**src/rtl/rf_pkg.sv**
```systemverilog
// rtl/rf_pkg.sv - shared defaults for the staged register file
package rf_pkg;
  localparam int DEFAULT_DATA_WIDTH = 32;
  localparam int DEFAULT_ADDR_WIDTH = 5;
  localparam int ZERO_IDX           = 0;
endpackage

```
**src/rtl/onehot_decoder.sv**
```systemverilog
// rtl/onehot_decoder.sv - binary address to one-hot enable decoder
module onehot_decoder
  import rf_pkg::*;
#(
  parameter int ADDR_WIDTH = DEFAULT_ADDR_WIDTH,
  localparam int DEPTH     = 1 << ADDR_WIDTH
) (
  input  logic [ADDR_WIDTH-1:0] addr_i,
  input  logic                  en_i,
  output logic [DEPTH-1:0]      onehot_o
);

  always_comb begin
    onehot_o = '0;
    if (en_i) onehot_o[addr_i] = 1'b1;
  end

endmodule

```
**src/rtl/reg_file_staged.sv**
```systemverilog
// rtl/reg_file_staged.sv - 1W/2R register file with a one-entry write stage
// Optional same-cycle read bypass of the staged write under RF_BYPASS_EN.
module reg_file_staged
  import rf_pkg::*;
#(
  parameter int DATA_WIDTH = DEFAULT_DATA_WIDTH,
  parameter int ADDR_WIDTH = DEFAULT_ADDR_WIDTH,
  parameter int ZERO_REG   = 1,
  localparam int DEPTH     = 1 << ADDR_WIDTH
) (
  input  logic                  clk_i,
  input  logic                  rst_i,
  input  logic                  wr_en_i,
  input  logic [ADDR_WIDTH-1:0] wr_addr_i,
  input  logic [DATA_WIDTH-1:0] wr_data_i,
  input  logic [ADDR_WIDTH-1:0] rd_addr_a_i,
  input  logic [ADDR_WIDTH-1:0] rd_addr_b_i,
  output logic [DATA_WIDTH-1:0] rd_data_a_o,
  output logic [DATA_WIDTH-1:0] rd_data_b_o,
  output logic [DEPTH-1:0]      wr_onehot_o,
  output logic                  wr_pending_o
);

  localparam logic [ADDR_WIDTH-1:0] ZERO_ADDR = ADDR_WIDTH'(ZERO_IDX);

  logic [DATA_WIDTH-1:0] mem [DEPTH];
  logic [DEPTH-1:0]      dec_onehot;
  logic                  dec_en;
  logic                  stage_valid;
  logic [DEPTH-1:0]      stage_onehot;
  logic [DATA_WIDTH-1:0] stage_data;

  // Writes to the hard-wired zero register never reach the stage.
  assign dec_en = wr_en_i && !((ZERO_REG != 0) && (wr_addr_i == ZERO_ADDR));

  onehot_decoder #(.ADDR_WIDTH(ADDR_WIDTH)) u_dec (
    .addr_i   (wr_addr_i),
    .en_i     (dec_en),
    .onehot_o (dec_onehot)
  );

  always_ff @(posedge clk_i) begin
    if (rst_i) begin
      for (int i = 0; i < DEPTH; i++) mem[i] <= '0;
      stage_valid  <= 1'b0;
      stage_onehot <= '0;
      stage_data   <= '0;
    end else begin
      for (int i = 0; i < DEPTH; i++) begin
        if (stage_onehot[i]) mem[i] <= stage_data;
      end
      stage_valid  <= dec_en;
      stage_onehot <= dec_onehot;
      stage_data   <= wr_data_i;
    end
  end

  assign wr_onehot_o  = stage_onehot;
  assign wr_pending_o = stage_valid;

  always_comb begin
    rd_data_a_o = mem[rd_addr_a_i];
    rd_data_b_o = mem[rd_addr_b_i];
`ifdef RF_BYPASS_EN
    if (stage_onehot[rd_addr_a_i]) rd_data_a_o = stage_data;
    if (stage_onehot[rd_addr_b_i]) rd_data_b_o = stage_data;
`endif
    if ((ZERO_REG != 0) && (rd_addr_a_i == ZERO_ADDR)) rd_data_a_o = '0;
    if ((ZERO_REG != 0) && (rd_addr_b_i == ZERO_ADDR)) rd_data_b_o = '0;
  end

endmodule

```
**config.mk**
```make
export PLATFORM = sky130hd
export DESIGN_NAME = reg_file_staged
export DESIGN_NICKNAME = d
export VERILOG_FILES = /design/src/rtl/rf_pkg.sv /design/src/rtl/onehot_decoder.sv /design/src/rtl/reg_file_staged.sv
export SDC_FILE = /design/constraint.sdc
export NUM_CORES = 2
export LEC_CHECK = 0
export ABC_AREA = 0
export CAP_MARGIN = 5
export CORE_ASPECT_RATIO = 0.9
export CORE_UTILIZATION = 24
export DETAILED_ROUTE_END_ITERATION = 8
export GPL_TIMING_DRIVEN = 0
export PLACE_DENSITY = 0.46
export SLEW_MARGIN = 20
export SYNTH_ARGS = -nofsm -noshare
export SYNTH_HDL_FRONTEND = slang
export SYNTH_SLANG_ARGS = --single-unit
```
**constraint.sdc**
```tcl
create_clock -name clk_i -period 2.9 [get_ports clk_i]
set_clock_uncertainty 0.05 [all_clocks]
set_input_delay 0.58 -clock clk_i [delete_from_list [all_inputs] [get_ports clk_i]]
set_output_delay 0.58 -clock clk_i [all_outputs]
set_load 0.1 [all_outputs]
```
==> impl_metrics.toml <==
[outcome]
status = "complete, but fails checks"
violations = "setup timing"

[synth]
yosysTopAreaCell = "edfxtp_1"
synth_top_area_share_pct = 57.2
synth_area_sq_um = 53700
ys_seq_area_share_pct = 59.6
avgSynthCellArea_sq_um = 16.6
synth-seq-cells = 1089
ys_warn_count = 0
yosys-top-cells-area = "edfxtp_1 57%, mux4_2 17%, and2_1 6.7%"
synthCells = 3235
postSynthNetCount = 3285
ys_types = 42

[timing]
worstMarginPinSlew_ps = 1230
hold_violations = 0
worst_slack_ps = -390
rsz0062_at_grt = "yes"
slew_headroom_pct = 17.7
final.min_clock_period_ps = 3290
finalSetupTns_ps = -16540
slew_violations = 0
fin_crit_sh_pct = 113
setup_violations = 65
timing.fmax_mhz = 304

[place]
place.gp.congestion = 0.853
io_buffers = 137
dp_hpwl_um = 161000

[detailed_routing]
dr_total_vias = 33700
met1_length_um = 102000
wirelength_um = 229000
drt_iter0_drc = 4159
antenna_left = 0
drc = 0
top_layer_used = "met4"
drt_pre_antenna_iters = 7
wl_per_cell_um = 34.6
wl_met3_um = 14100
met2_length_um = 105000
vias_per_cell = 5.09

[floorplanning]
rows = 164
fp.coreArea_sq_um = 222000
dieArea_sq_um = 226000
floorplan.initialDensity_pct = 24.2
io_pins = 147
die_h_um = 451
dieWidth_um = 501

[global_route]
grt_pass1_wl_um = 306000
grt_pass1_vias = 33900
antenna_found_initial = 7
grt-ovfl-total = 0
track_usage_pct = 20.0
grt_max_degree = 33

[critical_path]
critical_path_required_ps = 2270
arrival_ps = 2660
path_max_fanout = 10
cp-end-kind = "output port"
start_kind = "input port"
crit_path_cell_trace = "buf_12 > buf_16 > buf_16 > buf_12 > mux4_2 > a211oi_4 > a311oi_4 > buf_12"
critPathSlowestCell = "a211oi_4"
cp_top_family = "buffers and inverters"
slowest_delay_ps = 470
path_buf_inv = 5
reg2reg_setup_slack_ps = 360
critPathMostFrequentCell = "buf_12"
crit_type = "input port to output port"

[cells_and_area]
fin_nets = 3578
syn_to_final_growth_pct = 28.0
num-fill-cells = 21600
fin_util_pct = 30.9
drive_gt1_share_pct = 39.3

[cts]
cts_buffers = 117
clkTransAtPathRegs_ps = 60
clock_latency_ps = 770
cts_root_buffer = "clkbuf_16"
cts_sinks = 1089
postCtsHoldBufs = 0
cts_tree = "done"
clk_path_buf_depth = 3
h-tree-depth = 3

[run]
maxCapViolCount = 0

[power]
cellPowerDensity_nw_per_um2 = 590
vdd_drop_max_uv = 472
p_leak_nw = 23.8

[worst_hold_path]
hp-class = "input port to register"
[cell usage after synthesis]
master     instances
a221oi_1          45
mux4_4             2
mux2i_1          128
o2111ai_1         18
buf_6             43
and2_1           577
dfxtp_1           65
or3_1              1
or3b_2             1
buf_12             2
nand3b_1           5
mux4_2           408
edfxtp_1        1024
and2_0             1
clkbuf_4           2
nand2_1           38
clkbuf_1         153
and2b_4            2
conb_1             1
a211oi_1          64
nand2b_1           2
a311oi_1          64
clkbuf_2           2
a221oi_2           1
o31a_1             1
mux4_1            38
buf_1              1
mux2_2            64
o21ai_1          103
buf_2             57
o21ai_0            7
or2_1              2
or4_4              2
nor2b_1          131
buf_4             38
inv_2              2
nor2_1            37
a22oi_1           64
nand3_1            3
or2_2             32
buf_8              1
nor2_2             3
[layout make-up]
class	instances	area (sq um)	area share, %
tap	2988	3740	5.44
buffer	297	3000	4.36
clock buffer	174	3580	5.20
inverter	2	7.51	0.0109
sequential	1089	32100	46.6
antenna	2	5.00	0.00728
clock inverter	47	435	0.633
multi-input combinational	1845	23500	34.2
timing repair buffer	176	2390	3.48
[metal layers]
layer / vias up / track usage [%]
met2: 1383 / 31.3
met5: - / 0
li1: 13500 / -
met3: 292 / 3.19
met4: 0 / 6.20
met1: 18500 / 28.3
[where the power goes]
group / total (W) / internal (W) / switching (W)
Combinational: 0.00660 / 0.00241 / 0.00419
Sequential: 0.0181 / 0.0178 / 0.000273
Clock: 0.0159 / 0.00914 / 0.00678
Total: 0.0406 / 0.0293 / 0.0112
[repair_timing]
item / in CTS / in global routing
pin swaps: 127 / 78
gates resized for setup: 1273 / 105
setup buffers: 27 / 9
hold endpoints to repair: 0 / 0
setup endpoints to repair: 507 / 66
[cell families (layout without fill, tap and decap cells)]
kind of cell | count (synthesis) | count (layout) | share of synthesized area (%)
AO/OA/AOI/OAI | 367 | 367 | 4.93
flip-flops | 1089 | 1089 | 59.6
multiplexers | 640 | 640 | 22.8
buffers and inverters | 301 | 696 | 3.20
other | 1 | 3 | 0.00698
AND/OR/NAND/NOR | 837 | 837 | 9.44
[sequential cells by signal (all words and copies together), names as in the netlist]
signal and cells:
mem 1024, stage_data 32, wr_onehot_o 32, wr_pending_o 1
[worst reg2reg max path, cell delays in order (launching register included)]
cell	delay, ps
dfxtp_1	300
nor2b_1	830
clkbuf_1	930
and2_1	280
[through the flow]
step                area, sq um  std cells  worst slack (ps)  hold slack, ps  power [W]
floorplan                 55400       3235              -242             658     0.0218
global placement          60500       6360             -3450             764     0.0240
detailed placement        60600       6361             -3450             777     0.0240
CTS                       68300       6608              -448             284     0.0406
global route              68700       6618              -362             295     0.0415
finish                    68800       6620              -390             329     0.0406
[placed cells by master, fill, tap and decap left out, drive strengths merged, types with 65 or more instances in the layout]
master  synthesis  final
and2          578    578
buf           142    258
clkbuf        157    323
dfxtp          65     65
edfxtp       1024   1024
mux2i         128    128
mux4          448    448
nor2b         131    131
o21ai         110    110
[path summary, 6_finish.rpt]
kind                                       from              end  cells past startpoint
worst min register to register  wr_onehot_o[17]       mem[17][1]                      1
worst max-delay path             rd_addr_b_i[1]  rd_data_b_o[12]                      8
worst max register to register   stage_data[21]       mem[8][21]                      3
worst min-delay path              wr_data_i[12]   stage_data[12]                      2
Note: power is estimated with default switching activity, not from simulation.
